==> src/rtl/ctrl_hazard_scoreboard_pkg.sv <==
// Shared types for the CTRL in-flight scoreboard: core widths, CSR micro-ops,
// and the WB commit payload that doubles as the scoreboard entry format.
package ctrl_hazard_scoreboard_pkg;

  localparam int unsigned RF_ADDR_WIDTH    = 5;
  localparam int unsigned CSR_ADDR_WIDTH   = 12;
  localparam int unsigned CSR_CTRL_WIDTH   = 3;
  localparam int unsigned SB_DEPTH_DEFAULT = 4;

  typedef enum logic [CSR_CTRL_WIDTH-1:0] {
    CSR_CTRL_NONE = 3'd0,
    CSR_CTRL_RW   = 3'd1,
    CSR_CTRL_RS   = 3'd2,
    CSR_CTRL_RC   = 3'd3,
    CSR_CTRL_RWI  = 3'd4,
    CSR_CTRL_RSI  = 3'd5,
    CSR_CTRL_RCI  = 3'd6
  } csr_ctrl_e;

  typedef struct packed {
    logic [RF_ADDR_WIDTH-1:0]  rd;
    logic [CSR_ADDR_WIDTH-1:0] csr_waddr;
    logic [CSR_CTRL_WIDTH-1:0] csr_ctrl;
  } wb2ctrl_t;

  typedef wb2ctrl_t sb_entry_t;

  function automatic logic writes_csr(input sb_entry_t e);
    return e.csr_ctrl != CSR_CTRL_NONE;
  endfunction

endpackage

==> src/rtl/ctrl_hazard_scoreboard_inflight_fifo.sv <==
// Circular in-order FIFO of in-flight instructions with push, pop and
// flush truncation; exposes every slot plus a per-slot valid mask.
module ctrl_inflight_fifo
  import ctrl_hazard_scoreboard_pkg::*;
#(
  parameter int unsigned SB_DEPTH = SB_DEPTH_DEFAULT,
  parameter int unsigned CNT_W    = $clog2(SB_DEPTH) + 1
) (
  input  logic                      clk_i,
  input  logic                      rstn_i,
  input  logic                      push_i,
  input  sb_entry_t                 push_entry_i,
  input  logic                      pop_i,
  input  logic                      flush_i,
  input  logic [CNT_W-1:0]          flush_keep_i,
  output sb_entry_t [SB_DEPTH-1:0]  entries_o,
  output logic [SB_DEPTH-1:0]       valid_o,
  output sb_entry_t                 head_entry_o,
  output logic [CNT_W-1:0]          count_o,
  output logic                      trunc_err_o
);

  localparam int unsigned PTR_W = $clog2(SB_DEPTH);

  sb_entry_t [SB_DEPTH-1:0] mem_q;
  logic [PTR_W-1:0]         head_q, tail_q, head_nxt;
  logic [CNT_W-1:0]         count_q, kept, new_cnt;

  always_comb begin
    head_nxt    = head_q + PTR_W'(pop_i);
    kept        = (flush_keep_i > count_q) ? count_q : flush_keep_i;
    trunc_err_o = flush_i & ((flush_keep_i > count_q) | ((flush_keep_i == '0) & pop_i));
    // The popped head belongs to the kept set, so it comes out of the kept count.
    if (flush_i) begin
      new_cnt = (kept < CNT_W'(pop_i)) ? '0 : kept - CNT_W'(pop_i);
    end else begin
      new_cnt = count_q + CNT_W'(push_i) - CNT_W'(pop_i);
    end
  end

  always_comb begin
    valid_o = '0;
    for (int unsigned i = 0; i < SB_DEPTH; i++) begin
      valid_o[i] = CNT_W'(PTR_W'(PTR_W'(i) - head_q)) < count_q;
    end
  end

  always_ff @(posedge clk_i or negedge rstn_i) begin
    if (!rstn_i) begin
      mem_q   <= '0;
      head_q  <= '0;
      tail_q  <= '0;
      count_q <= '0;
    end else begin
      head_q  <= head_nxt;
      count_q <= new_cnt;
      if (flush_i) begin
        tail_q <= head_nxt + new_cnt[PTR_W-1:0];
      end else if (push_i) begin
        mem_q[tail_q] <= push_entry_i;
        tail_q        <= tail_q + 1'b1;
      end
    end
  end

  assign entries_o    = mem_q;
  assign head_entry_o = mem_q[head_q];
  assign count_o      = count_q;

endmodule

==> src/rtl/ctrl_hazard_scoreboard.sv <==
// CTRL in-flight scoreboard: stalls ID on GPR/CSR RAW hazards against
// uncommitted instructions and flags WB/flush protocol errors.
module ctrl_hazard_scoreboard
  import ctrl_hazard_scoreboard_pkg::*;
#(
  parameter int unsigned SB_DEPTH = SB_DEPTH_DEFAULT,
  parameter int unsigned CNT_W    = $clog2(SB_DEPTH) + 1
) (
  input  logic                      clk_i,
  input  logic                      rstn_i,
  input  logic                      issue_valid_i,
  input  logic [RF_ADDR_WIDTH-1:0]  issue_rd_i,
  input  logic [CSR_ADDR_WIDTH-1:0] issue_csr_waddr_i,
  input  logic [CSR_CTRL_WIDTH-1:0] issue_csr_ctrl_i,
  input  logic [RF_ADDR_WIDTH-1:0]  id_rs1_i,
  input  logic [RF_ADDR_WIDTH-1:0]  id_rs2_i,
  input  logic                      id_csr_read_i,
  input  logic [CSR_ADDR_WIDTH-1:0] id_csr_raddr_i,
  input  logic                      wb_valid_i,
  input  wb2ctrl_t                  wb2ctrl_i,
  input  logic                      flush_i,
  input  logic [CNT_W-1:0]          flush_keep_i,
  output logic                      stall_o,
  output logic                      full_o,
  output logic [CNT_W-1:0]          inflight_o,
  output logic                      err_o
);

  sb_entry_t [SB_DEPTH-1:0] entries;
  logic [SB_DEPTH-1:0]      valid;
  sb_entry_t                head_entry, issue_entry;
  logic [CNT_W-1:0]         count;
  logic                     trunc_err, empty, issue_fire, pop;
  logic                     gpr_haz, csr_haz;

  assign issue_entry = '{rd: issue_rd_i, csr_waddr: issue_csr_waddr_i, csr_ctrl: issue_csr_ctrl_i};
  assign empty       = (count == '0);
  assign full_o      = (count == CNT_W'(SB_DEPTH));
  assign inflight_o  = count;
  assign pop         = wb_valid_i & ~empty;
  assign stall_o     = issue_valid_i & (gpr_haz | csr_haz | full_o);
  assign issue_fire  = issue_valid_i & ~stall_o & ~flush_i;

  always_comb begin
    gpr_haz = 1'b0;
    csr_haz = 1'b0;
    for (int unsigned i = 0; i < SB_DEPTH; i++) begin
      if (valid[i]) begin
        if ((entries[i].rd != '0) &&
            ((entries[i].rd == id_rs1_i) || (entries[i].rd == id_rs2_i))) begin
          gpr_haz = 1'b1;
        end
        if (id_csr_read_i && writes_csr(entries[i]) &&
            (entries[i].csr_waddr == id_csr_raddr_i)) begin
          csr_haz = 1'b1;
        end
      end
    end
  end

  ctrl_inflight_fifo #(
    .SB_DEPTH (SB_DEPTH),
    .CNT_W    (CNT_W)
  ) u_fifo (
    .clk_i        (clk_i),
    .rstn_i       (rstn_i),
    .push_i       (issue_fire),
    .push_entry_i (issue_entry),
    .pop_i        (pop),
    .flush_i      (flush_i),
    .flush_keep_i (flush_keep_i),
    .entries_o    (entries),
    .valid_o      (valid),
    .head_entry_o (head_entry),
    .count_o      (count),
    .trunc_err_o  (trunc_err)
  );

  always_ff @(posedge clk_i or negedge rstn_i) begin
    if (!rstn_i) begin
      err_o <= 1'b0;
    end else if ((wb_valid_i & empty) | (pop & (head_entry != wb2ctrl_i)) | trunc_err) begin
      err_o <= 1'b1;
    end
  end

endmodule

==> config.mk <==
export PLATFORM = sky130hd
export DESIGN_NAME = ctrl_hazard_scoreboard
export DESIGN_NICKNAME = d
export VERILOG_FILES = /design/src/rtl/ctrl_hazard_scoreboard_pkg.sv /design/src/rtl/ctrl_hazard_scoreboard_inflight_fifo.sv /design/src/rtl/ctrl_hazard_scoreboard.sv
export SDC_FILE = /design/constraint.sdc
export NUM_CORES = 1
export LEC_CHECK = 0
export ABC_AREA = 1
export CORE_ASPECT_RATIO = 1.75
export CORE_MARGIN = 2
export CORE_UTILIZATION = 52
export DETAILED_ROUTE_END_ITERATION = 12
export PLACE_DENSITY = 0.78
export SYNTH_ARGS = -nofsm -noshare
export SYNTH_HDL_FRONTEND = slang
export SYNTH_SLANG_ARGS = --single-unit
==> constraint.sdc <==
create_clock -name clk_i -period 3.3 [get_ports clk_i]
set_input_delay 0.33 -clock clk_i [delete_from_list [all_inputs] [get_ports clk_i]]
set_output_delay 0.33 -clock clk_i [all_outputs]
set_load 0.02 [all_outputs]
==> results.md <==
* Setup TNS at 0 ns
* Post-synthesis cell type count at 36
* Max Cap Violations at 0
* Antenna viol nets, final at 0
* Worst-path clk slew at 0.06 ns
* Fin nets at 1127
* Yosys warns at 0
* Mux contribution to synthesized area at 0%
* First drt pass iteration count at 5
* Status: completed
* Initial Util at 53.49%
* CP Class: reg2out
* Final Cell Area at 7735 um^2
* Drt wl/cell at 18.43 um
* Largest net degree at the start of global routing at 65
* Achievable frequency at 0.3284 GHz
* Hold Path Class: in2async
* 1st-iter DRT viols at 545
* Synth Instances at 958
* CP Data Arrival Time at 2.72 ns
* Worst Path Required at 2.97 ns
* Share of layout cells above drive strength 1 at 7.287%
* CTS tree: yes
* Adder-cell share of the synthesized area at 3.625%
* Clk Latency, worst-skew pair at 0.35 ns
* CP Capture Type: primary output
* Inst Count DP at 1192
* Vias per cell at 5.691
* Total CTS buffers at 9
* Routed via count at 6875
* GRT Util Overall at 34.65%
* Via count of the first global-routing pass at 6736
* Die width at 88.00 um
* Period utilization at 92.28%
* Placed Area at 7405 um^2
* Core footprint at 12000 um^2
* Fin crit period at 3.045 ns
* DRC Markers at 0
* XOR/XNOR Fraction of Synth Area at 5.457%
* Peak supply drop at 0.7120 mV
* Leak at 3.985 nW
* Synth Area in Compound Gates at 7.854%
* Sequential area share after synthesis at 34.30%
* RSZ-0062 raised after global routing: no
* Critical Path Fanout Max at 5
* Pins Over Slew Limit at 0
* # port buffers at 76
* Avg Inst Size Synth at 6.701 um^2
* Number of synthesized flops with an enable pin at 0
* Total die area at 13290 um^2
* Main flop type after synthesis: dfrtp_1
* Die Y at 151.0 um
* Final Hold Violating Endpoints at 0
* Largest family of logic cells by synthesized area: simple AND/OR/NAND/NOR gates
* Ports at 77
* Post-Route WL at 22260 um
* Worst-Margin Slew at 1.114 ns
* Antenna violations before repair at 0
* Final GP Congestion at 1.010
* PD cells at 919.8 nW/um^2
* Ys async rst share at 100.0%
* Setup-failing EPs final at 0
* H-tree levels at 3
* Critical Path Start Type: flop
* Mapped Area at 6420 um^2
* Synthesized flop and latch total at 88
* Bufs on Longest Clock Path at 2
* Post-Layout Cell Count at 1208
* Root buf cell: clkbuf_16
* ANT cells at 0
* Syn-to-layout area delta at 20.48%
* Clk sinks at 88
* Row count at 53
* Final HPWL DP at 16220 um
* Postcts setup bufs at 0
* Simple-gate share of the synthesized area at 39.78%
* Remaining Overflow, GRT at 0
* Max transition margin at 25.74%
* Syn_nets at 1047
* Layout Skew at 0.01048 ns
* First-pass GRT wire length at 34710 um
logic make-up after synthesis:
group / Yosys count
adder cells (fa/ha/maj): 18
XOR/XNOR: 40
AND/OR/NAND/NOR: 601
buffers and inverters: 129
AO/OA/AOI/OAI: 82
flip-flops: 88
final timing paths:
path / from / endpoint / slack (ns) / cells after the start
worst max-delay path: u_fifo.head_q[1] / stall_o / 0.25 / 14
worst min-delay path: rstn_i / u_fifo.entries_o[8] / 0.1 / 1
worst max register to register: u_fifo.head_q[0] / u_fifo.tail_q[1] / 0.30 / 21
worst min register to register: err_o / err_o / 0.49 / 2
max in group asynchronous: rstn_i / u_fifo.entries_o[12] / 2.44 / 2
min in group clk_i: err_o / err_o / 0.49 / 2
layer usage:
| layer | wire length [um] | track usage [%] | vias up | share of wire [%] |
|---|---|---|---|---|
| li1 | - | - | 3275 | - |
| met1 | 8304 | 39.09 | 3174 | 37 |
| met2 | 11290 | 60.23 | 328 | 51 |
| met3 | 1180 | 4.469 | 98 | 5.3 |
| met4 | 1483 | 21.92 | 0 | 6.7 |
| met5 | 0 | 0 | - | 0 |
power by group:
group / leakage (nW) / switching [W] / internal, W
Combinational: 2.73 / 0.00240 / 0.00143
Clock: 0.153 / 0.000478 / 0.000597
Sequential: 1.10 / 0.000640 / 0.00156
Total: 3.98 / 0.00352 / 0.00359
sequential cells by signal, indices dropped and copies added (netlist names):
register	flops
u_fifo.entries_o	80
u_fifo.count_o	3
u_fifo.head_q	2
u_fifo.tail_q	2
err_o	1
synthesized netlist by cell type, types with 5 or more instances:
cell	instances	area, um^2
nand2_1	394	1479
dfrtp_1	88	2202
nand4_1	88	550.5
inv_1	78	292.8
nor2_1	75	281.5
o21ai_0	32	160.2
nand3_1	27	135.1
xor2_1	24	210.2
a22oi_1	22	165.2
buf_2	21	105.1
ha_1	17	212.7
a21oi_1	16	80.08
xnor2_1	16	140.1
clkbuf_1	12	45.04
buf_6	8	90.09
nor3_1	7	35.03
inv_2	5	18.77
metrics by stage:
step / utilization, % / setup WS (ns) / power [W] / hold slack [ns]
floorplan: - / 0.1978 / 0.004592 / 0.03441
global placement: 61.69 / -0.1089 / 0.005879 / 0.4688
detailed placement: 61.69 / -0.1505 / 0.005935 / 0.4732
CTS: 64.26 / 0.1407 / 0.007017 / 0.1289
global route: 64.44 / 0.02495 / 0.007646 / 0.1776
finish: 64.44 / 0.2549 / 0.007114 / 0.09968
layout by cell type, fill, tap and decap left out, drive strengths merged:
master / count
a21boi: 1
a21o: 2
a21oi: 16
a22oi: 22
a31o: 1
buf: 38
bufinv: 1
clkbuf: 9
clkdlybuf4s50: 75
clkinv: 6
dfrtp: 88
fa: 1
ha: 17
inv: 85
nand2: 396
nand3: 27
nand4: 88
nor2: 77
nor3: 8
nor4: 1
o2111ai: 1
o211ai: 3
o21ai: 33
o221ai: 1
o22ai: 2
or2: 4
xnor2: 16
xor2: 24
critical path, stage by stage, from the launching register on:
cell and delay, ns:
dfrtp_2 0.41, inv_1 0.07, ha_1 0.27, inv_1 0.05
a21oi_2 0.21, nor2_1 0.06, nor2_1 0.11, nand3_1 0.09
nand2_1 0.08, nor2_1 0.04, nand2_2 0.08, nor2_2 0.04
buf_4 0.14, nor2_1 0.10, clkdlybuf4s50_1 0.62
cell type report:
type | count | area [um^2]
Timing Repair Buffer | 113 | 1036
Tap cell | 165 | 206.4
Clock inverter | 7 | 82.58
Clock buffer | 9 | 225.2
Fill cell | 1129 | 4268
Inverter | 85 | 319.1
Sequential cell | 88 | 2205
Multi-Input combinational cell | 741 | 3661
what timing repair did:
item / CTS / global route
hold buffers: 0 / 0
gates resized for setup: 0 / 11
endpoints found under the hold margin: 0 / 0
setup endpoints to repair: 0 / 3
No activity file was read; power rests on OpenSTA's default activity.
